$ cat config.mk
export PLATFORM = sky130hd
export DESIGN_NAME = mem_port_arbiter_flat
export DESIGN_NICKNAME = d
export VERILOG_FILES = /design/src/rtl/mem_port_arbiter_pkg.sv /design/src/rtl/mem_port_arbiter_if.sv /design/src/rtl/mem_port_arbiter_rr_pick.sv /design/src/rtl/mem_port_arbiter.sv /design/src/flat_wrapper.sv
export SDC_FILE = /design/constraint.sdc
export NUM_CORES = 1
export LEC_CHECK = 0
export ABC_AREA = 1
export BUFFER_PORTS_ARGS = -buffer_cell sky130_fd_sc_hd__buf_2
export CAP_MARGIN = 20
export CELL_PAD_IN_SITES_DETAIL_PLACEMENT = 1
export CELL_PAD_IN_SITES_GLOBAL_PLACEMENT = 2
export CORE_UTILIZATION = 26
export DETAILED_ROUTE_END_ITERATION = 12
export PLACE_DENSITY_LB_ADDON = 0.1
export SYNTH_ARGS = -nofsm -noshare
export SYNTH_HDL_FRONTEND = slang
export SYNTH_SLANG_ARGS = --single-unit
$ cat constraint.sdc
create_clock -name clk -period 4.7 [get_ports clk]
set_input_delay 0.47 -clock clk [delete_from_list [all_inputs] [get_ports clk]]
set_output_delay 0.47 -clock clk [all_outputs]
set_load 0.01 [all_outputs]
$ cat src/rtl/mem_port_arbiter_pkg.sv
// Shared types and constants for the two-port memory arbiter.
// Latency: n/a (declarations only).
// Backpressure: n/a (declarations only).
package mem_port_arbiter_pkg;

  localparam int MARB_STATE_WIDTH = 2;

  typedef enum logic [MARB_STATE_WIDTH-1:0] {
    MARB_STATE_IDLE  = 2'd0,
    MARB_STATE_ISSUE = 2'd1,
    MARB_STATE_WAIT  = 2'd2,
    MARB_STATE_DONE  = 2'd3
  } marb_state_t;

  localparam logic MARB_PORT_CPU = 1'b0;
  localparam logic MARB_PORT_LDR = 1'b1;

  // Read latency is at most 4, so the countdown never needs more than 2 bits.
  localparam int MARB_CNT_WIDTH = 2;

  // Countdown start value loaded on leaving ISSUE for a read.
  function automatic logic [MARB_CNT_WIDTH-1:0] marb_wait_init(input int rd_latency);
    return MARB_CNT_WIDTH'(rd_latency - 1);
  endfunction

  // One-hot ack vector for a port index.
  function automatic logic [1:0] marb_onehot(input logic port);
    return (port == MARB_PORT_LDR) ? 2'b10 : 2'b01;
  endfunction

endpackage

$ cat src/rtl/mem_port_arbiter_if.sv
// Requester and memory-side signal bundle for mem_port_arbiter.
// Latency: n/a (wires only).
// Backpressure: req held until ack; the arbiter side is the slave modport.
interface mem_port_arbiter_if #(
  parameter int ADDR_WIDTH = 32,
  parameter int DATA_WIDTH = 32
);
  logic [1:0]            req_i;
  logic [1:0]            we_i;
  logic [ADDR_WIDTH-1:0] addr0_i;
  logic [ADDR_WIDTH-1:0] addr1_i;
  logic [DATA_WIDTH-1:0] wdata0_i;
  logic [DATA_WIDTH-1:0] wdata1_i;
  logic [1:0]            ack_o;
  logic [DATA_WIDTH-1:0] rdata_o;
  logic                  busy_o;
  logic                  owner_o;
  logic                  mem_en_o;
  logic                  mem_we_o;
  logic [ADDR_WIDTH-1:0] mem_addr_o;
  logic [DATA_WIDTH-1:0] mem_wdata_o;
  logic [DATA_WIDTH-1:0] mem_rdata_i;

  // Arbiter view.
  modport slave (
    input  req_i, we_i, addr0_i, addr1_i, wdata0_i, wdata1_i, mem_rdata_i,
    output ack_o, rdata_o, busy_o, owner_o,
    output mem_en_o, mem_we_o, mem_addr_o, mem_wdata_o
  );

  // Requester plus memory view.
  modport master (
    output req_i, we_i, addr0_i, addr1_i, wdata0_i, wdata1_i, mem_rdata_i,
    input  ack_o, rdata_o, busy_o, owner_o,
    input  mem_en_o, mem_we_o, mem_addr_o, mem_wdata_o
  );
endinterface

$ cat src/rtl/mem_port_arbiter_rr_pick.sv
// Combinational 2-way round-robin picker.
// Latency: 0 cycles.
// Backpressure: none; the caller only samples the result while idle.
module mem_arb_rr_pick (
  input  logic [1:0] req,
  input  logic       last_grant,
  output logic       valid,
  output logic       winner
);

  // A lone requester wins outright; a tie goes to the port that lost last time.
  always_comb begin
    valid  = |req;
    winner = req[1];
    if (req == 2'b11) begin
      winner = ~last_grant;
    end
  end

endmodule

$ cat src/rtl/mem_port_arbiter.sv
// Shares one single-port sync memory between CPU (port 0) and loader (port 1); MEM_ARB_STATS_EN adds grant counters.
// Latency: req seen in IDLE to ack is 2 cycles for writes, RD_LATENCY+2 for reads.
// Backpressure: one transaction at a time; other requests wait at the req level until the arbiter returns to IDLE.
module mem_port_arbiter
  import mem_port_arbiter_pkg::*;
#(
  parameter int ADDR_WIDTH = 32,
  parameter int DATA_WIDTH = 32,
  parameter int RD_LATENCY = 1
) (
  input  logic clk,
  input  logic rst,
  mem_port_arbiter_if.slave bus
`ifdef MEM_ARB_STATS_EN
  ,
  output logic [15:0] gnt_cnt0_o,
  output logic [15:0] gnt_cnt1_o
`endif
);

  marb_state_t               state;
  logic                      last_grant;
  logic                      cur_we;
  logic [MARB_CNT_WIDTH-1:0] cnt;
  logic                      pick_valid;
  logic                      pick_winner;

  mem_arb_rr_pick u_pick (
    .req        (bus.req_i),
    .last_grant (last_grant),
    .valid      (pick_valid),
    .winner     (pick_winner)
  );

  // Main FSM: latch the winner in IDLE, strobe memory in ISSUE, count out the
  // read latency in WAIT and pulse the owner's ack in DONE. All outputs are registered.
  always_ff @(posedge clk or negedge rst) begin
    if (!rst) begin
      state           <= MARB_STATE_IDLE;
      last_grant      <= MARB_PORT_LDR;
      cur_we          <= 1'b0;
      cnt             <= '0;
      bus.ack_o       <= 2'b00;
      bus.rdata_o     <= '0;
      bus.busy_o      <= 1'b0;
      bus.owner_o     <= MARB_PORT_CPU;
      bus.mem_en_o    <= 1'b0;
      bus.mem_we_o    <= 1'b0;
      bus.mem_addr_o  <= '0;
      bus.mem_wdata_o <= '0;
    end else begin
      // Strobes are single-cycle unless re-asserted below.
      bus.ack_o    <= 2'b00;
      bus.mem_en_o <= 1'b0;
      bus.mem_we_o <= 1'b0;
      case (state)
        MARB_STATE_IDLE: begin
          if (pick_valid) begin
            last_grant      <= pick_winner;
            bus.owner_o     <= pick_winner;
            cur_we          <= bus.we_i[pick_winner];
            bus.mem_en_o    <= 1'b1;
            bus.mem_we_o    <= bus.we_i[pick_winner];
            bus.mem_addr_o  <= (pick_winner == MARB_PORT_LDR) ? bus.addr1_i : bus.addr0_i;
            bus.mem_wdata_o <= (pick_winner == MARB_PORT_LDR) ? bus.wdata1_i : bus.wdata0_i;
            bus.busy_o      <= 1'b1;
            state           <= MARB_STATE_ISSUE;
          end
        end
        MARB_STATE_ISSUE: begin
          if (cur_we) begin
            bus.ack_o <= marb_onehot(bus.owner_o);
            state     <= MARB_STATE_DONE;
          end else begin
            cnt   <= marb_wait_init(RD_LATENCY);
            state <= MARB_STATE_WAIT;
          end
        end
        MARB_STATE_WAIT: begin
          if (cnt == '0) begin
            bus.rdata_o <= bus.mem_rdata_i;
            bus.ack_o   <= marb_onehot(bus.owner_o);
            state       <= MARB_STATE_DONE;
          end else begin
            cnt <= cnt - MARB_CNT_WIDTH'(1);
          end
        end
        MARB_STATE_DONE: begin
          bus.busy_o <= 1'b0;
          state      <= MARB_STATE_IDLE;
        end
        default: begin
          bus.busy_o <= 1'b0;
          state      <= MARB_STATE_IDLE;
        end
      endcase
    end
  end

`ifdef MEM_ARB_STATS_EN
  // Per-port completion counters, bumped once per DONE cycle and wrapping at 2^16.
  always_ff @(posedge clk or negedge rst) begin
    if (!rst) begin
      gnt_cnt0_o <= '0;
      gnt_cnt1_o <= '0;
    end else if (state == MARB_STATE_DONE) begin
      if (bus.owner_o == MARB_PORT_LDR) begin
        gnt_cnt1_o <= gnt_cnt1_o + 16'd1;
      end else begin
        gnt_cnt0_o <= gnt_cnt0_o + 16'd1;
      end
    end
  end
`endif

endmodule

$ cat src/flat_wrapper.sv
// flat-port wrapper written by rule: the top's interface ports become plain ports
module mem_port_arbiter_flat import mem_port_arbiter_pkg::*;
#(
  parameter int ADDR_WIDTH = 32,
  parameter int DATA_WIDTH = 32,
  parameter int RD_LATENCY = 1
)
  (clk, rst, bus_req_i, bus_we_i, bus_addr0_i, bus_addr1_i, bus_wdata0_i, bus_wdata1_i, bus_mem_rdata_i, bus_ack_o, bus_rdata_o, bus_busy_o, bus_owner_o, bus_mem_en_o, bus_mem_we_o, bus_mem_addr_o, bus_mem_wdata_o);
  mem_port_arbiter_if #(.ADDR_WIDTH(ADDR_WIDTH), .DATA_WIDTH(DATA_WIDTH)) bus_i ();
  input  logic clk;
  input  logic rst;
  input wire logic [$bits(bus_i.req_i)-1:0] bus_req_i;
  input wire logic [$bits(bus_i.we_i)-1:0] bus_we_i;
  input wire logic [$bits(bus_i.addr0_i)-1:0] bus_addr0_i;
  input wire logic [$bits(bus_i.addr1_i)-1:0] bus_addr1_i;
  input wire logic [$bits(bus_i.wdata0_i)-1:0] bus_wdata0_i;
  input wire logic [$bits(bus_i.wdata1_i)-1:0] bus_wdata1_i;
  input wire logic [$bits(bus_i.mem_rdata_i)-1:0] bus_mem_rdata_i;
  output wire logic [$bits(bus_i.ack_o)-1:0] bus_ack_o;
  output wire logic [$bits(bus_i.rdata_o)-1:0] bus_rdata_o;
  output wire logic [$bits(bus_i.busy_o)-1:0] bus_busy_o;
  output wire logic [$bits(bus_i.owner_o)-1:0] bus_owner_o;
  output wire logic [$bits(bus_i.mem_en_o)-1:0] bus_mem_en_o;
  output wire logic [$bits(bus_i.mem_we_o)-1:0] bus_mem_we_o;
  output wire logic [$bits(bus_i.mem_addr_o)-1:0] bus_mem_addr_o;
  output wire logic [$bits(bus_i.mem_wdata_o)-1:0] bus_mem_wdata_o;
  assign bus_i.req_i = bus_req_i;
  assign bus_i.we_i = bus_we_i;
  assign bus_i.addr0_i = bus_addr0_i;
  assign bus_i.addr1_i = bus_addr1_i;
  assign bus_i.wdata0_i = bus_wdata0_i;
  assign bus_i.wdata1_i = bus_wdata1_i;
  assign bus_i.mem_rdata_i = bus_mem_rdata_i;
  assign bus_ack_o = bus_i.ack_o;
  assign bus_rdata_o = bus_i.rdata_o;
  assign bus_busy_o = bus_i.busy_o;
  assign bus_owner_o = bus_i.owner_o;
  assign bus_mem_en_o = bus_i.mem_en_o;
  assign bus_mem_we_o = bus_i.mem_we_o;
  assign bus_mem_addr_o = bus_i.mem_addr_o;
  assign bus_mem_wdata_o = bus_i.mem_wdata_o;
  mem_port_arbiter #(.ADDR_WIDTH(ADDR_WIDTH), .DATA_WIDTH(DATA_WIDTH), .RD_LATENCY(RD_LATENCY)) u_core (.clk(clk), .rst(rst), .bus(bus_i));
endmodule
==> qor.txt, run 1 <==
Data arrival, critical path = 2.44 ns
area share of and/or/nand/nor cells after synthesis = 34.8%
GRT Total Usage = 17.9%
reg-to-reg slack, setup = 2.55 ns
GP Congestion = 0.734
layout cells sized above 1 = 29.5%
mux contribution to synthesized area = 0%
clock slew at reported path FFs = 0.08 ns
Post-Place Cells = 1263
Slew headroom = 38.3%
slowest stage delay, CP = 0.52 ns
Seq cells post-synth = 108
Die X = 147 um
Place WS = 2.44 ns
CTS Buf Count = 9
Hold Fails Final Rpt = 0
first-pass GRT wire length = 30.4 mm
Pwr Density = 610 nW/um^2
Fillers = 2632
outcome = finished clean
DPL Wire Length = 13.2 mm
Post-Place Cell Area = 7030 um^2
Die Height = 147 um
drt wl/cell = 14.8 um
average cell area after synthesis = 7.20 um^2
Post-Syn Area = 5480 um^2
fin nets = 1177
Max Slew Vio Count = 0
routed vias/inst = 4.32
Worst setup SP type = register
post-synthesis xor/xnor area fraction = 0%
Critical Path RT = 4.99 ns
initial antenna violation count = 2
Ys Warns = 0
Finished Core Util = 35.9%
Peak Freq = 465 MHz
GRT met3 Usage = 4.72%
syn nets = 935
Static Leak = 4.57 nW
RSZ-0062 raised after global routing = false
Routed Antenna Nets = 0
dominant cell type by area after synthesis = dfrtp_1
share of the synthesized area in the top cell type = 48.8%
clock latency on the worst-skew pair = 0.36 ns
Layout Cells excl Fill = 1280
vias in the first global route = 5659
setup violators final = 0
Die Footprint = 21700 um^2
layout overhead on the synthesized area = 33.8%
initial DRC count = 151
htree depth = 3
Initial Utilization = 26.8%
design area = 7340 um^2
Num Clock Sinks = 108
CTS tree = done
largest family of logic cells by synthesized area = simple AND/OR/NAND/NOR gates
Post-Syn Instances = 762
actual transition at the worst max-transition pin = 0.923 ns
worst reg2reg startpoint = u_core.state[0]
Reg2Reg Depth = 8
cts repair resizes = 0
post-route setup slack = 2.55 ns
CTS max path bufs = 2
adder-cell share of the synthesized area = 1.60%
sequential element share of the synthesized area = 49.3%
Compound-Gate Fraction of Synth Area = 0.639%
r2r endpoint = u_core.bus.mem_addr_o[26]
Critical Path, Cell by Cell = inv_1 -> ha_1 -> inv_1 -> nor2_4 -> inv_2 -> buf_4 -> nand2_1 -> nand2_1
Final min period = 2.15 ns
Clock Skew = 0.00873 ns
M2 GR Usage = 28.8%
num rows = 52
max_cap viols = 0
via count = 5524
gr ovfl total = 0
# Post-CTS Setup Buffers = 0
IO buf count = 267
I/O pin count = 268
clock root cell = clkbuf_16
Cell variety after synth = 15
slowest CP cell = buf_4
critical path capture point type = register
ranking of synthesized cells by area = dfrtp_1 (49%), nand2_1 (19%), nand3_1 (15%)
CTS Hold Buffers Added = 0
met1 usage = 23.8%
crit path kind = reg -> reg
first-pass iteration count of the detailed router = 4
CP Max Fanout = 41
Core ar. = 20400 um^2
largest net degree at the start of global routing = 69
Hold Path Class = in -> async
gr busiest metal = met2
final worst-path cycle share = 45.8%
Peak supply drop = 0.275 mV
final WL = 19.0 mm
DRC errors left = 0
Final TNS setup = 0 ns
## synthesized netlist by cell type, drive strengths merged
library cell  instances
nor2                  3
dfrtp               107
nand2               282
a21oi                 3
buf                  25
dfstp                 1
ha                    7
inv                 142
o21ai                 4
nand3               167
clkbuf               21
## sequential cells by signal, indices dropped and copies added (netlist names)
signal and flops:
u_core.cur_we 1, u_core.state 2, u_core.bus.ack_o 2, u_core.bus.owner_o 1
u_core.last_grant 1, u_core.cnt 2, u_core.bus.rdata_o 32, u_core.bus.mem_addr_o 32
u_core.bus.mem_en_o 1, u_core.bus.mem_we_o 1, u_core.bus.mem_wdata_o 32, u_core.bus.busy_o 1
## critical path: cells and delay by family, from the launching register on
family	cells	cell delay, ns
buffers and inverters	4	1.13
AND/OR/NAND/NOR	3	0.26
adder cells (fa/ha/maj)	1	0.26
flip-flops	1	0.43
## routing by layer
layer | share of wire [%] | vias up | wire (um)
li1 | - | 2783 | -
met1 | 47 | 2574 | 8880
met2 | 46 | 151 | 8650
met3 | 6.7 | 14 | 1280
met4 | 0.97 | 2 | 185
met5 | 0.053 | - | 10
## through the flow
stage               total power, mW  hold slack, ns
CTS                            4.58          0.0372
finish                         4.47          0.0300
global route                   4.90          0.0408
floorplan                      2.87           0.174
detailed placement             3.76           0.433
global placement               3.73           0.431
## cells by family (layout without fill, tap and decap cells)
family                   after synthesis  count (layout)
AO/OA/AOI/OAI                          7               7
other                                  0               1
adder cells (fa/ha/maj)                7               7
AND/OR/NAND/NOR                      452             452
buffers and inverters                188             435
flip-flops                           108             108
## area by class of cell
| class | instances | area, um^2 | area share, % |
|---|---|---|---|
| tap | 270 | 338 | 4.61 |
| clock buffer | 9 | 225 | 3.07 |
| inverter | 142 | 533 | 7.27 |
| antenna | 1 | 2.50 | 0.0341 |
| clock inverter | 7 | 78.8 | 1.07 |
| timing repair buffer | 277 | 1410 | 19.3 |
| multi-input combinational | 466 | 2040 | 27.8 |
| sequential | 108 | 2700 | 36.9 |
## how the worst max path moves through the flow
stage,start,to,cells after the start
2_1_floorplan,u_core.state[0],u_core.bus.mem_wdata_o[17],9
3_3_place_gp,bus_req_i[1],u_core.bus.mem_addr_o[3],7
3_5_place_dp,bus_req_i[1],u_core.bus.mem_wdata_o[25],7
4_1_cts,u_core.state[0],u_core.bus.mem_wdata_o[25],8
5_1_grt,u_core.state[0],u_core.bus.mem_wdata_o[25],8
6_report,u_core.state[0],u_core.bus.mem_addr_o[26],8
## cell usage in the layout, fill, tap and decap left out
master     instances
o21ai_0            4
clkinv_8           2
nand2_2            2
ha_1               7
nor2_4             1
dfstp_2            1
inv_8              1
dfrtp_1          107
buf_4             11
nand3_1          167
inv_2              1
inv_6              3
diode_2            1
buf_2            266
a21oi_1            3
nor2_1             2
clkinv_4           1
nand2_1          280
inv_1            141
clkbuf_16          9
## where the power goes
part	internal [mW]	total (mW)	switching (mW)
logic	0.740	2.05	1.31
clock network	0.380	0.784	0.404
registers	1.40	1.64	0.244
total	2.52	4.47	1.95
No activity file was read; power rests on OpenSTA's default activity.
==> inputs of run 2 (changes only) <==
CORE_UTILIZATION = 24   (was 26)
clock period = 2.2 ns   (was 4.7 ns; I/O delays follow)
==> run 2 against run 1 <==
Via count is 0.14% lower. Clock power grew to 2.5 times the previous value. Sequential cell count stayed put. Non-clock buffer count is 5 higher. Wire length rose by 2.0%. Combinational power up 120%. Clock-buffer cell count did not move. Final cell count grew 1.1%. Worst hold slack better by 0.060 ns. Utilization is 2.0 points lower. Global-route usage shrank 0.75 points. Design area increased by 2.3%.
==> qor.txt, run 2 (same netlist as run 1, synthesis figures left out) <==
initial DRC count = 179
Reg2Reg Depth = 8
Clock Skew = 0.00916 ns
outcome = finished clean
Hold Fails Final Rpt = 0
GRT Total Usage = 17.2%
final worst-path cycle share = 85.2%
Finished Core Util = 34.0%
Critical Path RT = 2.49 ns
GP Congestion = 0.748
slowest stage delay, CP = 0.42 ns
first-pass GRT wire length = 31.8 mm
Worst path top cell family by delay = buffers and inverters
Peak supply drop = 0.484 mV
setup violators final = 0
Worst setup SP type = register
Peak Freq = 533 MHz
Antenna Cells = 0
most common cell after layout, fill and taps aside = nand2_1
clock root cell = clkbuf_16
Die Footprint = 23500 um^2
routed vias/inst = 4.26
worst hold slack = 0.0904 ns
Slew headroom = 45.7%
htree depth = 3
Initial Utilization = 24.8%
Sequential Area = 2700 um^2
Final TNS setup = 0 ns
Largest regs = u_core.bus.mem_addr_o x32, u_core.bus.mem_wdata_o x32, u_core.bus.rdata_o x32
Static Leak = 4.64 nW
CP Max Fanout = 44
clock slew at reported path FFs = 0.08 ns
worst reg2reg startpoint = u_core.state[0]
clock latency on the worst-skew pair = 0.35 ns
post-route setup slack = 0.325 ns
Pwr Total = 10.0 mW
cts repair resizes = 0
DPL Wire Length = 13.4 mm
Critical Path, Cell by Cell = inv_1 -> ha_1 -> inv_1 -> nor2_4 -> inv_2 -> buf_12 -> nand2_1 -> nand2_1
RSZ-0062 raised after global routing = false
Core ar. = 22100 um^2
initial antenna violation count = 1
commonest non-fill, non-tap cells in the layout = nand2_1 (280), buf_2 (266), nand3_1 (167), inv_1 (141), dfrtp_1 (107)
actual transition at the worst max-transition pin = 0.814 ns
I/O pin count = 268
Hold Path Class = in -> reg
CP Buf/Inv Count = 4
slowest CP cell = dfrtp_1
crit path kind = reg -> reg
Final min period = 1.88 ns
max_cap viols = 0
Routed Antenna Nets = 0
Max Slew Vio Count = 0
critical path capture point type = register
Num Clock Sinks = 108
hold path cells = 3
Place WS = 0.319 ns
layout cells sized above 1 = 29.8%
IO buf count = 267
Fillers = 2795
Die X = 153 um
gr ovfl total = 0
Multi-input gate area = 2040 um^2
CTS max path bufs = 2
Die Height = 153 um
Data arrival, critical path = 2.17 ns
drt wl/cell = 15.0 um
CTS tree = done
reg-to-reg slack, setup = 0.32 ns
Pwr Density = 1330 nW/um^2
final WL = 19.4 mm
via count = 5516
vias in the first global route = 5883
DRC errors left = 0
layout overhead on the synthesized area = 36.8%
first-pass iteration count of the detailed router = 4
CTS Buf Count = 9
fin nets = 1182
largest net degree at the start of global routing = 69
Worst Setup SP = u_core.state[0]
CP Capture Point = u_core.bus.mem_addr_o[28]
r2r endpoint = u_core.bus.mem_addr_o[28]
CP Depth = 8
num rows = 54
-- run 2: cell count changes in the layout (fill, tap and decap cells not counted), sizes merged --
cell / before / now
clkinv: 3 / 0
bufinv: 0 / 3
diode: 1 / 0
buf: 277 / 281
dlygate4sd3: 0 / 1
clkinvlp: 0 / 1
inv: 146 / 145
-- run 2: routing by layer --
layer	part of all wire (%)	wire length [um]	vias up	global-route usage (%)
met5	0	0	-	0
met4	1.3	252	0	4.23
met3	5.9	1140	16	4.17
met2	47	9080	168	28.9
met1	46	8900	2550	22.0
li1	-	-	2782	-
-- run 2: layout make-up --
cell class                      instances  share of cell area (%)
Multi-Input combinational cell        466                    27.2
Clock inverter                          7                    1.75
Tap cell                              280                    4.67
Timing Repair Buffer                  282                    20.2
Inverter                              142                    7.11
Sequential cell                       108                    36.0
Clock buffer                            9                    3.00
-- run 2: how the worst min path moves through the flow --
stage                             start                        end  slack (ns)
floorplan                           rst        u_core.bus.ack_o[0]       -0.08
global placement                    rst  u_core.bus.mem_addr_o[11]        0.21
detailed placement                  rst  u_core.bus.mem_addr_o[11]        0.21
CTS                 bus_mem_rdata_i[25]     u_core.bus.rdata_o[25]        0.07
global route        bus_mem_rdata_i[29]     u_core.bus.rdata_o[29]        0.08
finish              bus_mem_rdata_i[24]     u_core.bus.rdata_o[24]        0.09
-- run 2: what timing repair did --
action / CTS / global route
hold buffers: 1 / 0
endpoints found under the hold margin: 30 / 0
buffers inserted: 0 / 0
-- run 2: power by group --
group,total [mW],switching [mW],internal [mW]
Clock,1.96,0.826,1.14
Sequential,3.51,0.521,2.99
Combinational,4.52,2.84,1.68
-- run 2: per-stage QoR --
step           cells  instance area [um^2]
5_1_grt         1294                  7500
3_5_place_dp    1277                  7130
4_1_cts         1294                  7500
3_3_place_gp    1277                  7130
6_report        1294                  7500
2_1_floorplan    762                  5480
-- run 2: tightest hold or removal path, cell delays in order --
cell	delay, ns
buf_2	0.07
nand3_1	0.06
nand2_1	0.06
==> inputs of run 3 (changes only) <==
ABC_AREA = not set   (was 1)
==> run 3 against run 2 <==
Clock-buffer cell count is the same. Combinational power shrank 6.4%. Via count shrank 19%. Clock power shrank 12%.
==> qor.txt, run 3 <==
Pwr Total = 9.46 mW
initial DRC count = 151
Layout Cells excl Fill = 1000
Worst setup SP type = register
routed vias/inst = 4.48
Clock Skew = 0.0101 ns
Routed Antenna Nets = 0
DPL Wire Length = 12.2 mm
top_reg_cell synth = dfrtp_1
CTS max path bufs = 2
fin nets = 908
ys async rst share = 100%
number of synthesized flops with an enable pin = 0
Final TNS setup = 0 ns
Pwr Density = 1420 nW/um^2
actual transition at the worst max-transition pin = 0.656 ns
average cell area after synthesis = 9.86 um^2
DRC errors left = 0
outcome = finished clean
Post-synth top cells = a21oi_1 (131), dfrtp_1 (107), nor2_1 (72), nand2_1 (68), mux2_1 (29)
Peak supply drop = 0.428 mV
I/O pin count = 268
Core ar. = 19000 um^2
first-pass GRT wire length = 25.6 mm
Die Footprint = 20200 um^2
GRT Total Usage = 16.6%
Post-Syn Instances = 477
final worst-path cycle share = 88.4%
layout cells sized above 1 = 41.1%
Data arrival, critical path = 2.22 ns
clock slew at reported path FFs = 0.09 ns
drt wl/cell = 16.6 um
Finished Core Util = 35.1%
gr ovfl total = 0
num rows = 50
Die X = 142 um
most common cell after layout, fill and taps aside = buf_2
Post-Syn Area = 4700 um^2
CTS tree = done
Critical Path RT = 2.48 ns
Hold Fails Final Rpt = 0
max_cap viols = 0
Num Clock Sinks = 108
most frequent cell after synthesis = a21oi_1
Cell variety after synth = 30
via count = 4475
Peak Freq = 514 MHz
Post-Place Cells = 983
worst hold slack = 0.0688 ns
htree depth = 3
initial antenna violation count = 1
syn nets = 650
largest net degree at the start of global routing = 109
commonest non-fill, non-tap cells in the layout = buf_2 (266), a21oi_1 (131), dfrtp_1 (107), nor2_1 (72), nand2_1 (68)
Final min period = 1.95 ns
ranking of synthesized cells by area = dfrtp_1 (57%), a21oi_1 (14%), mux2_1 (6.9%)
clock root cell = clkbuf_16
Hold Path Class = in -> reg
layout overhead on the synthesized area = 41.5%
final WL = 16.6 mm
share of the synthesized area in the top cell type = 56.9%
sequential element share of the synthesized area = 57.5%
Antenna Cells = 0
crit path kind = reg -> reg
Die Height = 142 um
Initial Utilization = 24.8%
GP Congestion = 0.774
vias in the first global route = 4672
dominant cell type by area after synthesis = dfrtp_1
Ys Warns = 0
Slew headroom = 56.1%
CP Max Fanout = 50
setup violators final = 0
RSZ-0062 raised after global routing = false
critical path capture point type = register
IO buf count = 267
CTS Buf Count = 9
Seq cells post-synth = 108
clock latency on the worst-skew pair = 0.36 ns
Max Slew Vio Count = 0
Static Leak = 3.30 nW
Largest regs = u_core.bus.mem_addr_o x32, u_core.bus.mem_wdata_o x32, u_core.bus.rdata_o x32
first-pass iteration count of the detailed router = 4
[run 3: cell type report]
class	instances	area, um^2
clock inverters	7	88.8
repair buffers	280	1490
multi-input cells	331	1810
clock buffers	9	225
flip-flops and latches	108	2700
fillers	2269	12300
inverters	5	18.8
well taps	260	325
[run 3: metrics by stage]
stage / setup slack (ns) / instance area [um^2]
2_1_floorplan: 0.618 / 4700
3_3_place_gp: 0.404 / 6330
3_5_place_dp: 0.289 / 6330
4_1_cts: 0.266 / 6660
5_1_grt: 0.0945 / 6660
6_report: 0.254 / 6660
[run 3: kinds of logic (layout without fill, tap and decap cells)]
family                   after synthesis  after routing  share of synthesized area [%]
AO/OA/AOI/OAI                        144            144                           16.1
adder cells (fa/ha/maj)                7              7                           1.86
buffers and inverters                 38            301                           4.44
flip-flops                           108            108                           57.5
multiplexers                          34             34                           8.11
AND/OR/NAND/NOR                      146            146                           12.0
[run 3: critical path, cell delays in order (launching register included)]
cell and delay (ns):
dfrtp_1 0.47, inv_1 0.13, ha_1 0.35, o21ai_4 0.26, inv_2 0.14, buf_12 0.24
nor2_1 0.07, a21oi_1 0.14
[run 3: power by group]
part / internal [mW] / switching (mW) / total, mW
sequential: 2.98 / 0.519 / 3.50
clock: 0.823 / 0.901 / 1.72
combinational: 1.80 / 2.43 / 4.23
total: 5.60 / 3.85 / 9.46
[run 3: layer usage]
layer / vias up / global-route usage [%] / wire length (um) / share of wire, %
li1: 2120 / - / - / -
met1: 2163 / 20.8 / 7360 / 44
met2: 172 / 27.3 / 7690 / 46
met3: 18 / 4.85 / 1290 / 7.7
met4: 2 / 5.94 / 250 / 1.5
met5: - / 0 / 12 / 0.072
[run 3: path summary, 6_finish.rpt]
kind | start | end | slack (ns) | cells past startpoint
hold reg to reg | u_core.bus.rdata_o[11] | u_core.bus.rdata_o[11] | 0.49 | 1
setup / recovery | u_core.state[1] | u_core.bus.mem_addr_o[2] | 0.25 | 7
hold / removal | bus_mem_rdata_i[30] | u_core.bus.rdata_o[30] | 0.07 | 2
max in group asynchronous | rst | u_core.bus.mem_wdata_o[7] | 1.26 | 3
setup reg to reg | u_core.state[1] | u_core.bus.mem_addr_o[2] | 0.25 | 7
min in group asynchronous | rst | u_core.bus.rdata_o[14] | 0.47 | 3
[run 3: what timing repair did]
action,CTS,global route
buffers inserted,0,0
hold buffers,1,0
resized for setup,0,0
hold endpoints to repair,99,0
